File: config.mk
export PLATFORM = sky130hd
export DESIGN_NAME = bram_arb_flat
export DESIGN_NICKNAME = d
export VERILOG_FILES = /design/src/rtl/bram_arb_if.sv /design/src/rtl/bram_arb.sv /design/src/flat_wrapper.sv
export SDC_FILE = /design/constraint.sdc
export NUM_CORES = 1
export LEC_CHECK = 0
export ABC_CLOCK_PERIOD_IN_PS = 1700
export BUFFER_PORTS_ARGS = -buffer_cell sky130_fd_sc_hd__clkbuf_2
export CAP_MARGIN = 15
export CELL_PAD_IN_SITES_DETAIL_PLACEMENT = 2
export CELL_PAD_IN_SITES_GLOBAL_PLACEMENT = 2
export CORE_UTILIZATION = 26
export DETAILED_ROUTE_END_ITERATION = 8
export PLACE_DENSITY = 0.84
export SLEW_MARGIN = 15
export SYNTH_ARGS = -nofsm -noshare
export SYNTH_HDL_FRONTEND = slang
export SYNTH_SLANG_ARGS = --single-unit
export TNS_END_PERCENT = 50
File: constraint.sdc
create_clock -name clk -period 1.7 [get_ports clk]
set_clock_uncertainty 0.05 [all_clocks]
set_input_delay 0.255 -clock clk [delete_from_list [all_inputs] [get_ports clk]]
set_output_delay 0.255 -clock clk [all_outputs]
set_load 0.02 [all_outputs]
File: src/rtl/bram_arb_if.sv
// Signal bundle for bram_arb: cart client, MCU client, backup-RAM port and save-tracking status.
// The slave modport is the arbiter's view; master is the view of the surrounding clients and memory.
interface bram_arb_if #(
  parameter int AW = 18
);
  logic [AW-1:0] cart_addr;
  logic [15:0]   cart_din;
  logic          cart_oe;
  logic          cart_we_lo;
  logic          cart_we_hi;
  logic [15:0]   cart_dout;
  logic          cart_rdy;

  logic          mcu_req;
  logic          mcu_we;
  logic [AW-1:0] mcu_addr;
  logic [15:0]   mcu_din;
  logic [15:0]   mcu_dout;
  logic          mcu_ack;

  logic [AW-1:0] mem_addr;
  logic [15:0]   mem_dati;
  logic [15:0]   mem_dato;
  logic          mem_oe;
  logic          mem_we_lo;
  logic          mem_we_hi;

  logic          dirty;
  logic          dirty_clr;
  logic [15:0]   wr_cnt;

  modport slave (
    input  cart_addr, cart_din, cart_oe, cart_we_lo, cart_we_hi,
    output cart_dout, cart_rdy,
    input  mcu_req, mcu_we, mcu_addr, mcu_din,
    output mcu_dout, mcu_ack,
    output mem_addr, mem_dati, mem_oe, mem_we_lo, mem_we_hi,
    input  mem_dato,
    output dirty, wr_cnt,
    input  dirty_clr
  );

  modport master (
    output cart_addr, cart_din, cart_oe, cart_we_lo, cart_we_hi,
    input  cart_dout, cart_rdy,
    output mcu_req, mcu_we, mcu_addr, mcu_din,
    input  mcu_dout, mcu_ack,
    input  mem_addr, mem_dati, mem_oe, mem_we_lo, mem_we_hi,
    output mem_dato,
    input  dirty, wr_cnt,
    output dirty_clr
  );
endinterface

File: src/rtl/bram_arb.sv
// Backup-RAM arbiter: time-shares one fixed-latency memory port between the RAM-cart CPU path
// and the MCU save-sync path, alternating grants on contention and tracking cart writes.
module bram_arb #(
  parameter int MEM_LAT = 2
) (
  input logic      clk,
  input logic      rst_n,
  bram_arb_if.slave bus
);

  typedef enum logic [1:0] {IDLE, CART, CART_DONE, MCU} state_t;

  localparam logic [3:0] LAT_M1 = 4'(MEM_LAT - 1);

  state_t     state;
  logic [3:0] cnt;
  logic       cart_srv;
  logic       last_cart;
  logic       cart_act;
  logic       cart_pend;
  logic       cart_wr;
  logic       mcu_pend;

  assign cart_act  = bus.cart_oe | bus.cart_we_lo | bus.cart_we_hi;
  assign cart_pend = cart_act & ~cart_srv;
  assign cart_wr   = bus.cart_we_lo | bus.cart_we_hi;
  // During the ack cycle the MCU still holds the request it is being acked for.
  assign mcu_pend  = bus.mcu_req & ~bus.mcu_ack;

  always_ff @(posedge clk or negedge rst_n) begin
    if (!rst_n) begin
      state         <= IDLE;
      cnt           <= '0;
      cart_srv      <= 1'b0;
      last_cart     <= 1'b0;
      bus.cart_dout <= '0;
      bus.cart_rdy  <= 1'b0;
      bus.mcu_dout  <= '0;
      bus.mcu_ack   <= 1'b0;
      bus.mem_addr  <= '0;
      bus.mem_dati  <= '0;
      bus.mem_oe    <= 1'b0;
      bus.mem_we_lo <= 1'b0;
      bus.mem_we_hi <= 1'b0;
      bus.dirty     <= 1'b0;
      bus.wr_cnt    <= '0;
    end else begin
      bus.mcu_ack <= 1'b0;
      if (bus.dirty_clr) bus.dirty <= 1'b0;
      if (!cart_act)     cart_srv  <= 1'b0;

      case (state)
        IDLE: begin
          if (cart_pend && !(last_cart && mcu_pend)) begin
            state         <= CART;
            last_cart     <= 1'b1;
            cnt           <= LAT_M1;
            bus.mem_addr  <= bus.cart_addr;
            bus.mem_dati  <= bus.cart_din;
            bus.mem_we_lo <= bus.cart_we_lo;
            bus.mem_we_hi <= bus.cart_we_hi;
            // A write strobe overrides a simultaneous read so oe and we never overlap.
            bus.mem_oe    <= bus.cart_oe & ~cart_wr;
          end else if (mcu_pend) begin
            state         <= MCU;
            last_cart     <= 1'b0;
            cnt           <= LAT_M1;
            bus.mem_addr  <= bus.mcu_addr;
            bus.mem_dati  <= bus.mcu_din;
            bus.mem_we_lo <= bus.mcu_we;
            bus.mem_we_hi <= bus.mcu_we;
            bus.mem_oe    <= ~bus.mcu_we;
          end
        end

        CART: begin
          if (cnt != 4'd0) begin
            cnt <= cnt - 4'd1;
          end else begin
            if (bus.mem_oe) bus.cart_dout <= bus.mem_dato;
            if (bus.mem_we_lo || bus.mem_we_hi) begin
              bus.dirty  <= 1'b1;
              bus.wr_cnt <= bus.wr_cnt + 16'd1;
            end
            bus.mem_oe    <= 1'b0;
            bus.mem_we_lo <= 1'b0;
            bus.mem_we_hi <= 1'b0;
            bus.cart_rdy  <= 1'b1;
            cart_srv      <= 1'b1;
            state         <= CART_DONE;
          end
        end

        CART_DONE: begin
          if (!cart_act) begin
            bus.cart_rdy <= 1'b0;
            state        <= IDLE;
          end
        end

        MCU: begin
          if (cnt != 4'd0) begin
            cnt <= cnt - 4'd1;
          end else begin
            if (bus.mem_oe) bus.mcu_dout <= bus.mem_dato;
            bus.mem_oe    <= 1'b0;
            bus.mem_we_lo <= 1'b0;
            bus.mem_we_hi <= 1'b0;
            bus.mcu_ack   <= 1'b1;
            state         <= IDLE;
          end
        end

        default: state <= IDLE;
      endcase
    end
  end

endmodule

File: src/flat_wrapper.sv
// flat-port wrapper written by rule: the top's interface ports become plain ports
module bram_arb_flat 
#(
  parameter int MEM_LAT = 2
)
  (clk, rst_n, bus_cart_addr, bus_cart_din, bus_cart_oe, bus_cart_we_lo, bus_cart_we_hi, bus_cart_dout, bus_cart_rdy, bus_mcu_req, bus_mcu_we, bus_mcu_addr, bus_mcu_din, bus_mcu_dout, bus_mcu_ack, bus_mem_addr, bus_mem_dati, bus_mem_oe, bus_mem_we_lo, bus_mem_we_hi, bus_mem_dato, bus_dirty, bus_wr_cnt, bus_dirty_clr);
  bram_arb_if #(.AW(18)) bus_i ();
  input logic clk;
  input logic rst_n;
  input wire logic [$bits(bus_i.cart_addr)-1:0] bus_cart_addr;
  input wire logic [$bits(bus_i.cart_din)-1:0] bus_cart_din;
  input wire logic [$bits(bus_i.cart_oe)-1:0] bus_cart_oe;
  input wire logic [$bits(bus_i.cart_we_lo)-1:0] bus_cart_we_lo;
  input wire logic [$bits(bus_i.cart_we_hi)-1:0] bus_cart_we_hi;
  output wire logic [$bits(bus_i.cart_dout)-1:0] bus_cart_dout;
  output wire logic [$bits(bus_i.cart_rdy)-1:0] bus_cart_rdy;
  input wire logic [$bits(bus_i.mcu_req)-1:0] bus_mcu_req;
  input wire logic [$bits(bus_i.mcu_we)-1:0] bus_mcu_we;
  input wire logic [$bits(bus_i.mcu_addr)-1:0] bus_mcu_addr;
  input wire logic [$bits(bus_i.mcu_din)-1:0] bus_mcu_din;
  output wire logic [$bits(bus_i.mcu_dout)-1:0] bus_mcu_dout;
  output wire logic [$bits(bus_i.mcu_ack)-1:0] bus_mcu_ack;
  output wire logic [$bits(bus_i.mem_addr)-1:0] bus_mem_addr;
  output wire logic [$bits(bus_i.mem_dati)-1:0] bus_mem_dati;
  output wire logic [$bits(bus_i.mem_oe)-1:0] bus_mem_oe;
  output wire logic [$bits(bus_i.mem_we_lo)-1:0] bus_mem_we_lo;
  output wire logic [$bits(bus_i.mem_we_hi)-1:0] bus_mem_we_hi;
  input wire logic [$bits(bus_i.mem_dato)-1:0] bus_mem_dato;
  output wire logic [$bits(bus_i.dirty)-1:0] bus_dirty;
  output wire logic [$bits(bus_i.wr_cnt)-1:0] bus_wr_cnt;
  input wire logic [$bits(bus_i.dirty_clr)-1:0] bus_dirty_clr;
  assign bus_i.cart_addr = bus_cart_addr;
  assign bus_i.cart_din = bus_cart_din;
  assign bus_i.cart_oe = bus_cart_oe;
  assign bus_i.cart_we_lo = bus_cart_we_lo;
  assign bus_i.cart_we_hi = bus_cart_we_hi;
  assign bus_cart_dout = bus_i.cart_dout;
  assign bus_cart_rdy = bus_i.cart_rdy;
  assign bus_i.mcu_req = bus_mcu_req;
  assign bus_i.mcu_we = bus_mcu_we;
  assign bus_i.mcu_addr = bus_mcu_addr;
  assign bus_i.mcu_din = bus_mcu_din;
  assign bus_mcu_dout = bus_i.mcu_dout;
  assign bus_mcu_ack = bus_i.mcu_ack;
  assign bus_mem_addr = bus_i.mem_addr;
  assign bus_mem_dati = bus_i.mem_dati;
  assign bus_mem_oe = bus_i.mem_oe;
  assign bus_mem_we_lo = bus_i.mem_we_lo;
  assign bus_mem_we_hi = bus_i.mem_we_hi;
  assign bus_i.mem_dato = bus_mem_dato;
  assign bus_dirty = bus_i.dirty;
  assign bus_wr_cnt = bus_i.wr_cnt;
  assign bus_i.dirty_clr = bus_dirty_clr;
  bram_arb #(.MEM_LAT(MEM_LAT)) u_core (.clk(clk), .rst_n(rst_n), .bus(bus_i));
endmodule
==> flow_summary.yaml, run 1 <==
logic_synthesis:
  ys_ff_latch: 96
  ys_seq_area_share_pct: 57.59
  synth_nets: 458
  synth_edf_count: 0
  synth_ff_type: "dfrtp_1"
  synth_area_per_cell_um2: 11.65
  synthArstFlopShare_pct: 100.0
  synthesis.area_um2: 4172
  ys_types: 42
  yosys_warnings: 0
  synth_cells: 358
route:
  drcViolationCount: 0
  met3_wirelength_um: 900
  maxUsedRoutingLayer: "met4"
  final_antenna_net_count: 0
  vias: 3838
  drt_iter0_drc: 105
  wl_met1_um: 6209
  dr.pass1.iters: 4
  wire_per_inst_um: 20.33
  routed_via_density: 4.822
  totalWireLength_um: 16190
  dr_wl_met2_um: 8790
layout:
  final_area_um2: 6399
  drive_gt1_share_pct: 56.58
  post-route-util_pct: 41.48
  mostFrequentLayoutCell: "clkbuf_2"
  final_cell_mix: "clkbuf_2 (178), dfrtp_1 (96), nor2_1 (38)"
  num-nets-final: 680
  synthToLayoutAreaGrowth_pct: 53.39
  num_antenna_cells: 0
sta:
  min_period_ps: 2036
  setup_tns_ps: -11310
  worst_slack_ps: -335.9
  setup_viol: 59
  tightest_slew_ps: 484.0
  fin_crit_sh_pct: 119.8
  finalMaxSlewViolations: 0
  rsz0062_at_grt: "yes"
  slew_headroom_pct: 67.73
  hold-worst-slack_ps: 101.0
  hold_viol_final: 0
  fmax_mhz: 491.2
setup_path:
  crit_chain: "inv_2 -> ha_4 -> or3b_4 -> buf_12 -> o21ai_2 -> nand3b_1 -> a32o_1"
  startpoint_type: "flop"
  crit_buf_inv: 2
  crit_path_end: "u_core.bus.mem_oe"
  crit_path_start: "u_core.cnt[0]"
  critical_path_class: "flop to flop"
  end_kind: "flop"
  critPathRequiredTime_ps: 1880
  critical_path.max_fanout: 5
  r2r-start: "u_core.cnt[0]"
  ff2ff_path_depth: 7
  critPathSlowestCell: "dfrtp_1"
  worstSetupPathDepth: 7
  arrival_ps: 2210
  rrSetupSlack_ps: -340
  cp_top_family: "simple AND/OR/NAND/NOR gates"
  r2r-end: "u_core.bus.mem_oe"
  cpPeakStageDelay_ps: 430
global_routing:
  grt_max_degree: 49
  overflow: 0
  grt_pass1_vias: 4361
  antenna_found_initial: 0
  grt_pass1_wl_um: 23460
  grt_usage_pct: 18.62
power_and_ir_drop:
  p_leak_nw: 3.095
  p_per_area_nw_per_um2: 1962
  ir_drop_mv: 0.9168
clocking:
  cts_buffers: 9
  clkTransAtPathRegs_ps: 80
  clockRootBuffer: "clkbuf_16"
  h-tree-depth: 3
  clock_sinks: 96
  clock_path_buffers: 2
  cts_tree: "done"
  worstSkewPairLatency_ps: 350
floorplanning:
  design.die.area_um2: 16550
  die_y_um: 128.7
  start_util_pct: 27.04
  pin_count: 180
  num_rows: 45
  core_area_um2: 15430
  die_w_um: 128.7
hold_path:
  hold_depth: 2
  hp-class: "input pin to flop"
run_status:
  run_status: "finished, violations left"
  violations: "negative setup slack"
flow_run:
  maxCapViolations: 0
place:
  port_buffers: 179
  dpl-instance-area_um2: 5629
  dp_hpwl_um: 11210
  place_congestion: 0.7648
==> worst min path at each step <==
stage          slack [ps]                      end             from
2_1_floorplan         -90  u_core.bus.cart_dout[0]            rst_n
3_3_place_gp          110  u_core.bus.cart_dout[0]            rst_n
3_5_place_dp          120  u_core.bus.cart_dout[0]            rst_n
4_1_cts                70         u_core.bus.dirty    bus_dirty_clr
5_1_grt               100  u_core.bus.cart_dout[6]  bus_mem_dato[6]
6_report              100  u_core.bus.cart_dout[4]  bus_mem_dato[4]
==> layer usage <==
layer | up-vias | global-route usage (%)
li1 | 1738 | -
met1 | 1935 | 20.63
met2 | 140 | 35.36
met3 | 25 | 3.909
met4 | 0 | 5.744
met5 | - | 0
==> power by group <==
part	internal, W	switching (W)
clock	0.00117	0.000995
sequential	0.00326	0.000716
combinational	0.00262	0.00379
total	0.00705	0.00550
==> state kept, by name (all words and copies together) (netlist names) <==
signal,cells
u_core.bus.mem_addr,18
u_core.bus.cart_dout,16
u_core.bus.mcu_dout,16
u_core.bus.mem_dati,16
u_core.bus.wr_cnt,16
u_core.cnt,4
u_core.state,2
u_core.bus.cart_rdy,1
u_core.bus.dirty,1
u_core.bus.mcu_ack,1
u_core.bus.mem_oe,1
u_core.bus.mem_we_hi,1
u_core.bus.mem_we_lo,1
u_core.cart_srv,1
u_core.last_cart,1
==> synth_stat cells, types with 3 or more instances <==
cell | number | share of area (%)
nand3_1 | 9 | 1.1
or3_1 | 3 | 0.45
o2bb2ai_1 | 3 | 0.63
inv_1 | 8 | 0.72
dfrtp_1 | 96 | 58
nand2b_1 | 3 | 0.45
o21ai_0 | 6 | 0.72
o22ai_1 | 36 | 5.4
buf_2 | 6 | 0.72
nor4_1 | 3 | 0.45
nand2_1 | 7 | 0.63
a21oi_1 | 36 | 4.3
nor3_1 | 3 | 0.36
nand4_1 | 4 | 0.60
clkbuf_1 | 10 | 0.90
xnor2_1 | 9 | 1.9
nor2_1 | 39 | 3.5
nand3b_1 | 3 | 0.54
ha_1 | 8 | 2.4
xor2_1 | 6 | 1.3
mux2_2 | 33 | 8.9
==> stage by stage <==
step / cells / worst slack, ps / power [W]
final: 796 / -335.9 / 0.01255
after global routing: 796 / -437.7 / 0.01328
after CTS: 788 / -239.0 / 0.01207
after detailed placement: 764 / -247.3 / 0.009574
after global placement: 764 / -93.73 / 0.009118
after floorplan: 358 / -27.54 / 0.007159
==> repair_timing <==
item / in CTS / in global routing
hold endpoints to repair: 18 / 0
pin swaps: 2 / 10
gates resized for setup: 22 / 35
endpoints found under the setup margin: 91 / 92
gates cloned: 2 / 1
hold buffers: 1 / 0
buffers inserted: 5 / 7
==> layout make-up <==
cell class                      count  area [um^2]
Clock inverter                      7        87.58
Inverter                            8        30.03
Multi-Input combinational cell    237         1964
Fill cell                        1669         9029
Clock buffer                        9        225.2
Timing Repair Buffer              228         1425
Sequential cell                    96         2402
Tap cell                          211        264.0
==> logic make-up (layout without fill, tap and decap cells) <==
group / count (synthesis) / in the layout / share of synthesized area [%]
AO/OA/AOI/OAI: 92 / 92 / 13.62
flip-flops: 96 / 96 / 57.59
multiplexers: 36 / 36 / 9.658
adder cells (fa/ha/maj): 8 / 8 / 2.400
XOR/XNOR: 15 / 15 / 3.149
AND/OR/NAND/NOR: 86 / 86 / 10.98
buffers and inverters: 25 / 252 / 2.610
Power figures use the tool's default switching activity.
==> run 2, diff against run 1 <==
- CORE_ASPECT_RATIO: unset -> 1.5
==> run 2 against run 1 <==
Compared with the run above:
- the flow still finishes with violations (negative setup slack)
- sequential power about the same
- die area hardly changed
- clock power down 2%
- worst setup slack improved by 32 ps
- first-iteration DRC count is 5.7% lower
- wire length shrank 7.4%
- worst hold slack got worse by 45 ps
- total power decreased by 0.85%
- sequential cell count unchanged
==> flow_summary.yaml, run 2 (synthesis gave the netlist of run 1 again) <==
run_status:
  run_status: "finished, violations left"
  violations: "negative setup slack"
power_and_ir_drop:
  sequentialPowerShare_pct: 31.9
  switching_share_pct: 42.82
  p_per_area_nw_per_um2: 1968
  internal_power_w: 0.007118
  comb_power_share_pct: 51.1
  p_leak_nw: 3.067
  switching_power_w: 0.005330
  ir_drop_mv: 0.9369
  power.share.clock_pct: 17.0
route:
  dr.pass1.iters: 4
  routed_via_density: 4.793
  vias: 3767
  totalWireLength_um: 14990
  drt_iter0_drc: 99
  drcViolationCount: 0
  wire_per_inst_um: 19.07
  final_antenna_net_count: 0
setup_path:
  crit_path_start: "u_core.cnt[1]"
  r2r-end: "u_core.bus.wr_cnt[13]"
  critical_path.max_fanout: 6
  end_kind: "flop"
  r2r-start: "u_core.cnt[1]"
  arrival_ps: 2180
  startpoint_type: "flop"
  ff2ff_path_depth: 8
  critical_path_class: "flop to flop"
  critPathRequiredTime_ps: 1870
  crit_path_end: "u_core.bus.wr_cnt[13]"
  rrSetupSlack_ps: -300
place:
  place_congestion: 0.8199
  port_buffers: 179
  dp.cells: 754
  dp_hpwl_um: 10880
layout:
  mostFrequentLayoutCell: "clkbuf_2"
  largest_register_ff_count: 18
  num_antenna_cells: 0
  drive_gt1_share_pct: 54.55
  synthToLayoutAreaGrowth_pct: 51.62
  final_cell_mix: "clkbuf_2 (178), dfrtp_1 (96), nor2_1 (38)"
  stdcell_count: 786
  num-nets-final: 678
  regMostFlops: "u_core.bus.mem_addr"
floorplanning:
  die_y_um: 157.1
  core_area_um2: 15700
  pin_count: 180
  num_rows: 56
  die_w_um: 105.4
  design.die.area_um2: 16570
  start_util_pct: 26.58
sta:
  hold-worst-slack_ps: 56.08
  rsz0062_at_grt: "yes"
  fin_crit_sh_pct: 117.9
  slew_headroom_pct: 71.86
  worst_slack_ps: -304.0
  fmax_mhz: 499.0
  hold_viol_final: 0
  tightest_slew_ps: 418.2
  setup_viol: 57
  finalMaxSlewViolations: 0
  min_period_ps: 2004
clocking:
  h-tree-depth: 3
  worstSkewPairLatency_ps: 340
  clkTransAtPathRegs_ps: 70
  clock_sinks: 96
  clockRootBuffer: "clkbuf_16"
  clock_path_buffers: 2
  cts_tree: "done"
  cts_buffers: 9
global_routing:
  grt_max_degree: 54
  grt_usage_pct: 17.99
  grt_pass1_vias: 4255
  overflow: 0
  antenna_found_initial: 0
  grt_pass1_wl_um: 22890
hold_path:
  hp-class: "input pin to flop"
  hp-start: "bus_dirty_clr"
flow_run:
  maxCapViolations: 0
==> run 2: worst min-delay path by stage <==
stage	end	slack [ps]	cells after the start
after floorplan	u_core.bus.cart_dout[0]	-90	0
after global placement	u_core.bus.mem_dati[13]	90	1
after detailed placement	u_core.bus.mem_dati[13]	90	1
after CTS	u_core.bus.dirty	40	2
after global routing	u_core.bus.dirty	50	2
final	u_core.bus.dirty	60	2
==> run 2: area by class of cell <==
type | instances | area, um^2
inverter | 8 | 30.03
sequential | 96 | 2402
tap | 203 | 254.0
timing repair buffer | 226 | 1418
multi-input combinational | 237 | 1913
clock inverter | 7 | 82.58
clock buffer | 9 | 225.2
fill | 1704 | 9370
==> run 2: worst max-delay path, cell delays in order (launching register included) <==
cell and delay, ps:
dfrtp_1 410, inv_2 90, ha_4 140, or3b_4 390, buf_8 150, nor4_4 190
buf_4 180, nand3_2 110, xnor2_2 160
==> run 2: metrics by stage <==
stage | power [W] | setup TNS (ps) | util [%] | instance area, um^2 | worst slack, ps
final | 0.01245 | -8706 | 40.30 | 6325 | -304.0
after global routing | 0.01321 | -12140 | 40.30 | 6325 | -349.5
after CTS | 0.01227 | -4477 | 39.05 | 6128 | -201.4
after detailed placement | 0.009730 | -5641 | 35.87 | 5629 | -259.4
after global placement | 0.009295 | -1027 | 35.87 | 5629 | -98.44
after floorplan | 0.007159 | -127.7 | - | 4213 | -27.54
==> run 2: power groups by stage <==
stage / combinational, W / clock [W] / sequential (W)
2_1_floorplan: 0.00225 / 0 / 0.00491
3_3_place_gp: 0.00543 / 0 / 0.00386
3_5_place_dp: 0.00576 / 0 / 0.00397
4_1_cts: 0.00613 / 0.00220 / 0.00395
5_1_grt: 0.00686 / 0.00227 / 0.00408
6_report: 0.00636 / 0.00212 / 0.00397
==> run 2: what timing repair did <==
item	4_1_cts	5_1_grt
buffers inserted	6	8
setup endpoints to repair	91	74
hold endpoints to repair	15	0
hold buffers	1	0
resized for setup	28	22
cloned	1	1
pin swaps	9	11
==> run 2: routing by layer <==
layer	global-route usage (%)	share of wire, %	vias up	wire [um]
met4	7.378	2.6	0	391
met1	18.32	36	1896	5407
met5	0	0	-	0
li1	-	-	1740	-
met2	35.87	58	109	8674
met3	2.774	3.4	22	516
